<file path="config.mk">
export PLATFORM = sky130hd
export DESIGN_NAME = exec_unit
export DESIGN_NICKNAME = d
export VERILOG_FILES = /design/src/rtl/exec_pkg.sv /design/src/rtl/booth_mul_step.sv /design/src/rtl/exec_unit.sv
export SDC_FILE = /design/constraint.sdc
export NUM_CORES = 1
export LEC_CHECK = 0
export CORE_ASPECT_RATIO = 0.8
export CORE_MARGIN = 5
export CORE_UTILIZATION = 50
export DETAILED_ROUTE_END_ITERATION = 7
export GPL_ROUTABILITY_DRIVEN = 0
export PLACE_DENSITY = 0.67
export SLEW_MARGIN = 10
export SYNTH_ARGS = -nofsm -noshare
export SYNTH_HDL_FRONTEND = slang
export SYNTH_SLANG_ARGS = --single-unit
export TNS_END_PERCENT = 5
</file>
<file path="constraint.sdc">
create_clock -name clock -period 5.5 [get_ports clock]
set_input_delay 1.1 -clock clock [delete_from_list [all_inputs] [get_ports clock]]
set_output_delay 1.1 -clock clock [all_outputs]
set_load 0.02 [all_outputs]
</file>
<file path="src/rtl/exec_pkg.sv">
// Shared encodings for the execute stage: ALU control words (also used by the
// upstream decoder) and the execute-unit FSM states.
package exec_pkg;

  typedef enum logic [2:0] {
    CTRL_ADD  = 3'b000,
    CTRL_SUB  = 3'b001,
    CTRL_AND  = 3'b010,
    CTRL_OR   = 3'b011,
    CTRL_SLL  = 3'b100,
    CTRL_SRA  = 3'b101,
    CTRL_MUL  = 3'b110,
    CTRL_RSVD = 3'b111
  } ctrl_e;

  typedef enum logic [1:0] {
    ST_IDLE = 2'b00,
    ST_MUL  = 2'b01,
    ST_DONE = 2'b10
  } state_e;

endpackage

</file>
<file path="src/rtl/booth_mul_step.sv">
// One radix-2 Booth step: conditionally add/subtract the multiplicand into the
// accumulator, then arithmetic-shift {acc, mq, q-1} right by one bit.
// The accumulator and multiplicand carry one extra sign bit so that the most
// negative multiplicand never overflows a partial sum.
module booth_mul_step #(
  parameter int WIDTH = 32
) (
  input  logic signed [WIDTH:0]   acc,
  input  logic signed [WIDTH:0]   mcand,
  input  logic        [WIDTH-1:0] mq,
  input  logic                    q1,
  output logic signed [WIDTH:0]   acc_nxt,
  output logic        [WIDTH-1:0] mq_nxt,
  output logic                    q1_nxt
);

  logic signed [WIDTH:0] sum;

  // Booth recoding of the bit pair {mq[0], q-1}: 01 adds, 10 subtracts.
  always_comb begin
    sum = acc;
    case ({mq[0], q1})
      2'b01:   sum = acc + mcand;
      2'b10:   sum = acc - mcand;
      default: sum = acc;
    endcase
  end

  assign acc_nxt = sum >>> 1;
  assign mq_nxt  = {sum[0], mq[WIDTH-1:1]};
  assign q1_nxt  = mq[0];

endmodule

</file>
<file path="src/rtl/exec_unit.sv">
// Execute stage: single-cycle ALU ops plus an iterative radix-2 Booth multiply,
// with valid/ready handshakes on both sides. One op in flight at a time.
module exec_unit
  import exec_pkg::*;
#(
  parameter int WIDTH = 32,
  parameter int SHW   = 5
) (
  input  logic                    clock,
  input  logic                    reset_n,
  input  logic                    in_valid,
  output logic                    in_ready,
  input  logic [2:0]              ctrl,
  input  logic signed [WIDTH-1:0] operand_a,
  input  logic signed [WIDTH-1:0] operand_b,
  input  logic [SHW-1:0]          shamt,
  output logic                    out_valid,
  input  logic                    out_ready,
  output logic signed [WIDTH-1:0] result,
  output logic                    overflow,
  output logic                    illegal,
  output logic                    busy
);

  localparam int CW = $clog2(WIDTH) + 1;

  function automatic logic add_ovf(input logic sa, input logic sb, input logic sr);
    return (sa == sb) && (sr != sa);
  endfunction

  function automatic logic sub_ovf(input logic sa, input logic sb, input logic sr);
    return (sa != sb) && (sr != sa);
  endfunction

  // The product fits in WIDTH bits only if the upper half is pure sign extension.
  function automatic logic mul_ovf(input logic [WIDTH-1:0] hi, input logic lo_msb);
    return hi != {WIDTH{lo_msb}};
  endfunction

  state_e                  state_q, state_d;
  logic [CW-1:0]           cnt_q, cnt_d;
  logic signed [WIDTH:0]   acc_q, acc_d;
  logic signed [WIDTH:0]   mcand_q, mcand_d;
  logic [WIDTH-1:0]        mq_q, mq_d;
  logic                    q1_q, q1_d;
  logic signed [WIDTH-1:0] res_d;
  logic                    ovf_d, ill_d;

  logic signed [WIDTH:0]   acc_s;
  logic [WIDTH-1:0]        mq_s;
  logic                    q1_s;

  logic signed [WIDTH-1:0] sum_a, diff_a, alu_res;
  logic                    alu_ovf;

  booth_mul_step #(.WIDTH(WIDTH)) u_step (
    .acc     (acc_q),
    .mcand   (mcand_q),
    .mq      (mq_q),
    .q1      (q1_q),
    .acc_nxt (acc_s),
    .mq_nxt  (mq_s),
    .q1_nxt  (q1_s)
  );

  assign sum_a  = operand_a + operand_b;
  assign diff_a = operand_a - operand_b;

  // Single-cycle datapath; MUL and the reserved code produce zero here.
  always_comb begin
    alu_res = '0;
    alu_ovf = 1'b0;
    case (ctrl)
      CTRL_ADD: begin
        alu_res = sum_a;
        alu_ovf = add_ovf(operand_a[WIDTH-1], operand_b[WIDTH-1], sum_a[WIDTH-1]);
      end
      CTRL_SUB: begin
        alu_res = diff_a;
        alu_ovf = sub_ovf(operand_a[WIDTH-1], operand_b[WIDTH-1], diff_a[WIDTH-1]);
      end
      CTRL_AND: alu_res = operand_a & operand_b;
      CTRL_OR:  alu_res = operand_a | operand_b;
      CTRL_SLL: alu_res = operand_a << shamt;
      CTRL_SRA: alu_res = operand_a >>> shamt;
      default:  alu_res = '0;
    endcase
  end

  // Next-state and next-datapath logic for the IDLE/MUL/DONE sequencer.
  always_comb begin
    state_d = state_q;
    cnt_d   = cnt_q;
    acc_d   = acc_q;
    mcand_d = mcand_q;
    mq_d    = mq_q;
    q1_d    = q1_q;
    res_d   = result;
    ovf_d   = overflow;
    ill_d   = illegal;
    case (state_q)
      ST_IDLE: begin
        if (in_valid) begin
          if (ctrl == CTRL_MUL) begin
            mcand_d = {operand_a[WIDTH-1], operand_a};
            mq_d    = operand_b;
            q1_d    = 1'b0;
            acc_d   = '0;
            cnt_d   = CW'(WIDTH);
            state_d = ST_MUL;
          end else begin
            res_d   = alu_res;
            ovf_d   = alu_ovf;
            ill_d   = (ctrl == CTRL_RSVD);
            state_d = ST_DONE;
          end
        end
      end
      ST_MUL: begin
        acc_d = acc_s;
        mq_d  = mq_s;
        q1_d  = q1_s;
        cnt_d = cnt_q - CW'(1);
        if (cnt_q == CW'(1)) begin
          res_d   = mq_s;
          ovf_d   = mul_ovf(acc_s[WIDTH-1:0], mq_s[WIDTH-1]);
          ill_d   = 1'b0;
          state_d = ST_DONE;
        end
      end
      ST_DONE: begin
        if (out_ready) state_d = ST_IDLE;
      end
      default: state_d = ST_IDLE;
    endcase
  end

  // Control state and visible outputs; reset drops any in-flight op.
  always_ff @(posedge clock or negedge reset_n) begin
    if (!reset_n) begin
      state_q  <= ST_IDLE;
      cnt_q    <= '0;
      result   <= '0;
      overflow <= 1'b0;
      illegal  <= 1'b0;
    end else begin
      state_q  <= state_d;
      cnt_q    <= cnt_d;
      result   <= res_d;
      overflow <= ovf_d;
      illegal  <= ill_d;
    end
  end

  // Multiplier working registers; only meaningful while in MUL.
  always_ff @(posedge clock) begin
    acc_q   <= acc_d;
    mcand_q <= mcand_d;
    mq_q    <= mq_d;
    q1_q    <= q1_d;
  end

  assign in_ready  = (state_q == ST_IDLE);
  assign out_valid = (state_q == ST_DONE);
  assign busy      = (state_q == ST_MUL);

endmodule

</file>
# Yosys cells after proc, flatten, opt, wreduce, memory -nomap -nowiden
# Index checks and enable logic that the tools add are counted.
# Widths: inputs -> output; s select.
[classes]
eq_ne = 22
add_sub_neg = 5
shift = 2
reduce_logical = 9
muxes = 32
bitwise = 2
[ops]
columns = ["cell", "n"]
rows = [
  ["$pmux 32 s6", 1],
  ["$mux 32", 5],
  ["$pmux 33 s2", 2],
  ["$pmux 32 s2", 2],
  ["$mux 33", 2],
  ["$add 33x32->33", 1],
  ["$sub 33x32->33", 1],
  ["$add 32x32->32", 1],
  ["$and 32x32->32", 1],
  ["$ne 32x32->1", 1],
  ["$or 32x32->32", 1],
  ["$shl 32x5->32", 1],
  ["$sshr 32x5->32", 1],
  ["$sub 32x32->32", 1],
  ["$eq 3x3->1 const B", 4],
  ["$mux 6", 2],
  ["$pmux 6 s2", 1],
  ["$reduce_and 3->1", 3],
  ["$mux 1", 8],
  ["$mux 2", 4],
  ["$pmux 1 s2", 4],
  ["$eq 3x2->1 const B", 2],
  ["$eq 6x1->1 const B", 1],
  ["$ne 2x1->1 const B", 3],
  ["other kinds (13)", 19],
]
[word_totals]
word_cells = 81
reg_bits = 140
output_inout_bits = 37
input_bits = 76

# Logic depth before layout (Yosys ltp)
[logic_depth]
word_depth = 7
depth_mapped = 21
mapped_depth_nobuf = 21

# Hierarchy
# From an unflattened synthesis, not the netlist that was laid out.
[hier_totals]
hier_cells = 2174
hier_area_um2 = 17556.8
[modules_own_cells]
columns = ["module", "cells_each", "n_inst", "area_per_inst_um2", "seq_area_each_um2"]
rows = [
  ["exec_unit", 1674, 1, 14233.7, 3993.8],
  ["booth_mul_step", 500, 1, 3323.2, 0.0],
]

# Worst setup path before layout
# OpenSTA, ideal clock, no wires.
[synth_path]
kind = "input to register"
from = "in ctrl[1]"
to = "reg cnt_q[5]"
arrival_ps = 5491
path_stages = 9
required_ps = 5380
setup_time_ps = 120
slack_ps = -111
path_cell_list = "clkbuf_1 nand2_1 nor3b_1 nor2_1 nor2_1 nand2_1 nor3_1 xnor2_1 nand2_1"
[synth_via]
elab_chain_len = 3
[synth_rtl]
columns = ["element", "line", "source"]
rows = [
  ["start: declaration", "exec_unit.sv:13", "input logic [2:0] ctrl,"],
  ["$eq 3x3->1", "exec_unit.sv:104", "if (ctrl == CTRL_MUL) begin"],
  ["$ne 2x1->1 (no source line)", "-", ""],
  ["$reduce_and 3->1 (no source line)", "-", ""],
  ["end signal: assignment", "exec_unit.sv:148", "cnt_q <= cnt_d;"],
  ["end: declaration", "exec_unit.sv:41", "logic [CW-1:0] cnt_q, cnt_d;"],
]
# No other way between the ends.
# A chain may end at the register's enable or synchronous reset.

# Final worst setup path
[layout_path]
from = "reg mcand_q[0]"
to = "reg overflow"
[layout_via]
elab_chain_len = 5
elab_cells_between_ends = 6
cone_classes = "add/sub (2); eq/ne (1); mux (3)"
[layout_rtl]
columns = ["element", "line", "source"]
rows = [
  ["start: declaration", "exec_unit.sv:43", "logic signed [WIDTH:0] mcand_q, mcand_d;"],
  ["start signal: assignment", "exec_unit.sv:158", "mcand_q <= mcand_d;"],
  ["$sub 33x32->33 or $add 33x32->33 (tied branches)", "booth_mul_step.sv:24, booth_mul_step.sv:23", ""],
  ["$pmux 33 s2 (*)", "booth_mul_step.sv:22", "case ({mq[0], q1})"],
  ["$ne 32x32->1 (*)", "exec_unit.sv:37", "return hi != {WIDTH{lo_msb}};"],
  ["$mux 1 (*)", "exec_unit.sv:124", "if (cnt_q == CW'(1)) begin"],
  ["$pmux 1 s2 (*)", "exec_unit.sv:101", "case (state_q)"],
  ["end signal: assignment", "exec_unit.sv:150", "overflow <= ovf_d;"],
  ["end: declaration", "exec_unit.sv:20", "output logic overflow,"],
]
# Every way passes the cells marked *; elsewhere a longest branch is shown, timed or not. The select of a mux whose other input is x is not followed.

==> flow_summary.rst <==
.. list-table::
   :header-rows: 1

   * - Metric
     - Value
   * - H-Tree Level Count
     - 4
   * - Number of setup violations in the final report
     - 0
   * - Synthesized flop and latch total
     - 139
   * - Final total power
     - 5440 uW
   * - Power share of the clock group
     - 0.217
   * - Avg WL per Cell
     - 22.3 um
   * - Vias in the first global route
     - 14900
   * - Hold Path Sink
     - illegal
   * - Mapped Area
     - 15900 um^2
   * - Worst endpoint required time
     - 5.82 ns
   * - Ordered cell list for the critical path
     - inv_1 > ha_1 > or4b_1 > nor3_2 > and3_2 > and3b_1 > nor2b_1 > a21oi_1 > xnor2_1 > ha_1 > and2_1 > a22o_1 > o41ai_4 > nor3b_1 > o211ai_1 > o211ai_1 > nand3_1 > a2111oi_0 > a31oi_1 > a2111oi_2 > a211oi_1
   * - Worst Setup Start Kind
     - flip-flop
   * - End of the worst register-to-register path
     - overflow
   * - Clock buffer depth
     - 2
   * - Maximum number of pins on one net before global-route repair
     - 61
   * - Max Fanout on Critical Path
     - 7
   * - Worst-Skew Late Latency
     - 0.46 ns
   * - Total internal power
     - 3150 uW
   * - I/O pin cnt
     - 113
   * - Sequential cell area fraction in the yosys report
     - 0.250
   * - Clock Skew
     - 0.0107 ns
   * - Total overflow reported by the global router
     - 0
   * - Worst setup margin
     - 0.462 ns
   * - Delay contributed by the slowest stage of the critical path
     - 0.48 ns
   * - Most used flip-flop cell after synthesis
     - sky130_fd_sc_hd__edfxtp_1
   * - Die Y
     - 169 um
   * - Clock-pin slew on the worst setup and hold paths
     - 0.06 ns
   * - Final count of pins violating max slew
     - 0
   * - Number of nets in the synthesized netlist
     - 2219
   * - Crit Path Class
     - flip-flop to flip-flop
   * - Routed WL
     - 56000 um
   * - Flop-to-flop setup slack
     - 0.46 ns
   * - Switching power summed over all nets
     - 2290 uW
   * - Number of instances in the synthesized netlist
     - 2009
   * - DRC violation total after the first TritonRoute iteration
     - 2131
   * - Max-slew headroom
     - 0.239
   * - Post-DP Area
     - 17500 um^2
   * - Pleak
     - 0.00724 uW
   * - Max Cap Viol
     - 0
   * - Slew at the pin closest to its max-slew limit
     - 1.14 ns
   * - Wire length of the first global-routing pass
     - 85400 um
   * - Starting density of the core
     - 0.506
   * - Hold violation total from the final report
     - 0
   * - Vias per cell
     - 6.47
   * - TritonCTS clock tree
     - built
   * - Post-synth ARST share
     - 0.302
   * - Area of the die
     - 35400 um^2
   * - Endpoint arrival time on the critical path
     - 5.36 ns
   * - Total Nets Final
     - 2283
   * - Post CTS Setup Buffer Count
     - 0
   * - Most used standard cell by instance count after synthesis
     - sky130_fd_sc_hd__nor2_1
   * - Ranking of synthesized cells by instance count
     - sky130_fd_sc_hd__nor2_1 (263), sky130_fd_sc_hd__a21oi_1 (198), sky130_fd_sc_hd__nand2_1 (169)
   * - CTS hold repair buffers
     - 0
   * - R2R cell count
     - 21
   * - Die W
     - 209 um
   * - Overall fraction of global-route tracks in use
     - 0.303
   * - Start point of the worst min-delay path
     - illegal
   * - Highest ir drop seen on vdd
     - 0.313 mV
   * - Average footprint of a synthesized cell
     - 7.90 um^2
   * - Master cell of the clock root buffer
     - sky130_fd_sc_hd__clkbuf_16
   * - Combinational group share of total power
     - 0.508
   * - Max Clk Rate
     - 199 MHz
   * - Worst min-delay path class
     - flip-flop to flip-flop
   * - Antenna violations before repair
     - 0
   * - Core Footprint
     - 31400 um^2
   * - Kind of cell with the highest combined delay on the critical path
     - simple AND/OR/NAND/NOR gates
   * - Post-layout min period
     - 5.04 ns
   * - Design Area, Final
     - 18100 um^2
   * - Outcome
     - finished clean
   * - Cts bufs inserted
     - 17
   * - Unique cell type count in the Yosys netlist
     - 76
   * - Std cell rows
     - 58
   * - Total number of vias
     - 16200
   * - Buffers added on ports
     - 112
   * - Cell depth of the worst hold path
     - 2
   * - Crit path capture type
     - flip-flop
   * - Utilization after layout
     - 0.577
   * - Power density relative to cell area
     - 300 nW/um^2
   * - Placement-stage worst setup slack
     - 0.0859 ns
   * - Largest cells by area after synthesis
     - sky130_fd_sc_hd__edfxtp_1 (18%), sky130_fd_sc_hd__ha_1 (10%), sky130_fd_sc_hd__dfrtp_1 (6.6%), sky130_fd_sc_hd__a21oi_1 (6.2%), sky130_fd_sc_hd__nor2_1 (6.2%)
   * - WP buf/inv
     - 1
   * - Post-synth top area share
     - 0.184
   * - Period Utilization, post-route
     - 0.916
   * - Area growth from synthesis to layout
     - 14.1%
   * - Origin of the critical flop-to-flop path
     - mcand_q[0]
   * - HPWL after DPL
     - 42400 um
   * - Detailed Routing Iterations Pass 1
     - 6
   * - Remaining DRCs
     - 0
   * - DRT antenna net count
     - 0
   * - Most area-hungry cell type in the Yosys netlist
     - sky130_fd_sc_hd__edfxtp_1
   * - Switching share of total power
     - 0.421
   * - Cell at the slowest stage of the critical path
     - sky130_fd_sc_hd__or4b_1
   * - Ratio of cells with drive above 1 in the final layout
     - 0.0767
   * - Number of clock sinks
     - 139
   * - Yosys synthesis warning count
     - 0
   * - Share of power burned in registers
     - 0.276
   * - Filler Cell Count
     - 2928
   * - Number of synthesized flops with an enable pin
     - 97
state kept, by name, summed over array words and instances, names as in the netlist:
register,cells
state_q,2
cnt_q,6
q1_q,1
mq_q,32
illegal,1
result,32
acc_q,32
mcand_q,32
overflow,1
through the flow:
| stage | hold slack [ns] | TNS, ns | instances |
|---|---|---|---|
| after detailed placement | 0.464 | 0 | 2474 |
| after global placement | 0.460 | 0 | 2474 |
| final | 0.476 | 0 | 2506 |
| after CTS | 0.481 | 0 | 2505 |
| after global routing | 0.513 | -0.00537 | 2505 |
| after floorplan | 0.488 | 0 | 2009 |
worst register-to-register path, cell delays in order, from the launching register on:
cell and delay (ns):
sky130_fd_sc_hd__edfxtp_1 0.43, sky130_fd_sc_hd__inv_1 0.08, sky130_fd_sc_hd__ha_1 0.18, sky130_fd_sc_hd__or4b_1 0.48, sky130_fd_sc_hd__nor3_2 0.21, sky130_fd_sc_hd__and3_2 0.29
sky130_fd_sc_hd__and3b_1 0.26, sky130_fd_sc_hd__nor2b_1 0.20, sky130_fd_sc_hd__a21oi_1 0.10, sky130_fd_sc_hd__xnor2_1 0.14, sky130_fd_sc_hd__ha_1 0.35, sky130_fd_sc_hd__and2_1 0.16
sky130_fd_sc_hd__a22o_1 0.25, sky130_fd_sc_hd__o41ai_4 0.30, sky130_fd_sc_hd__nor3b_1 0.24, sky130_fd_sc_hd__o211ai_1 0.11, sky130_fd_sc_hd__o211ai_1 0.17, sky130_fd_sc_hd__nand3_1 0.11
sky130_fd_sc_hd__a2111oi_0 0.28, sky130_fd_sc_hd__a31oi_1 0.11, sky130_fd_sc_hd__a2111oi_2 0.34, sky130_fd_sc_hd__a211oi_1 0.13
power by group through the flow:
stage | registers [uW] | logic [uW] | clock network (uW)
2_1_floorplan | 1650 | 1610 | 0
3_3_place_gp | 1510 | 2650 | 0
3_5_place_dp | 1520 | 2680 | 0
4_1_cts | 1500 | 2700 | 1200
5_1_grt | 1530 | 2980 | 1250
6_report | 1500 | 2760 | 1180
how the worst max path moves through the flow:
stage,startpoint,to,slack [ns],cells past startpoint
floorplan,mcand_q[0],overflow,0.69,21
global placement,mcand_q[0],overflow,0.29,21
detailed placement,mcand_q[0],overflow,0.09,21
CTS,mcand_q[0],overflow,0.06,21
global route,mcand_q[0],overflow,-0.005,21
finish,mcand_q[0],overflow,0.46,21
layout by cell type, fill, tap and decap left out, drive strengths merged, types with 49 or more instances in the layout:
cell type and count:
nor3 49, xnor2 68, ha 131, nor2 263, o21ai 175, buf 63, inv 123, mux2i 71
nand2 169, a21oi 198, edfxtp 97, clkdlybuf4s50 107
kinds of logic (layout without fill, tap and decap cells):
logic type                 after synthesis  count (layout)  share of synthesized area
xor gates and xnor gates                83              83                     0.0458
and+or+nand+nor                        651             651                      0.187
muxes                                  114             114                     0.0982
adders and majority gates              134             134                      0.107
DFF                                    139             139                      0.250
AOI/OAI and AO/OA                      639             639                      0.253
buffers and inverters                  249             325                     0.0593
other                                    0               1                          0
timing repair:
action | in CTS | in global routing
hold endpoints to repair | 0 | 0
gates resized for setup | 0 | 6
endpoints found under the setup margin | 0 | 1
cell type report:
cell class | count | area (um^2) | share of cell area
well taps | 420 | 526 | 0.0290
diodes | 1 | 2.50 | 0.000138
multi-input cells | 1621 | 11000 | 0.609
flip-flops and latches | 139 | 3960 | 0.219
clock buffers | 17 | 425 | 0.0235
inverters | 124 | 465 | 0.0257
repair buffers | 170 | 1540 | 0.0853
clock inverters | 14 | 154 | 0.00850
layer usage:
| layer | global-route usage | wire length (um) | part of all wire |
|---|---|---|---|
| met4 | 0.101 | 1860 | 0.033 |
| met3 | 0.0924 | 7010 | 0.13 |
| met1 | 0.441 | 24400 | 0.44 |
| met5 | 0 | 0 | 0 |
| met2 | 0.428 | 22700 | 0.41 |
Power figures use the tool's default switching activity.
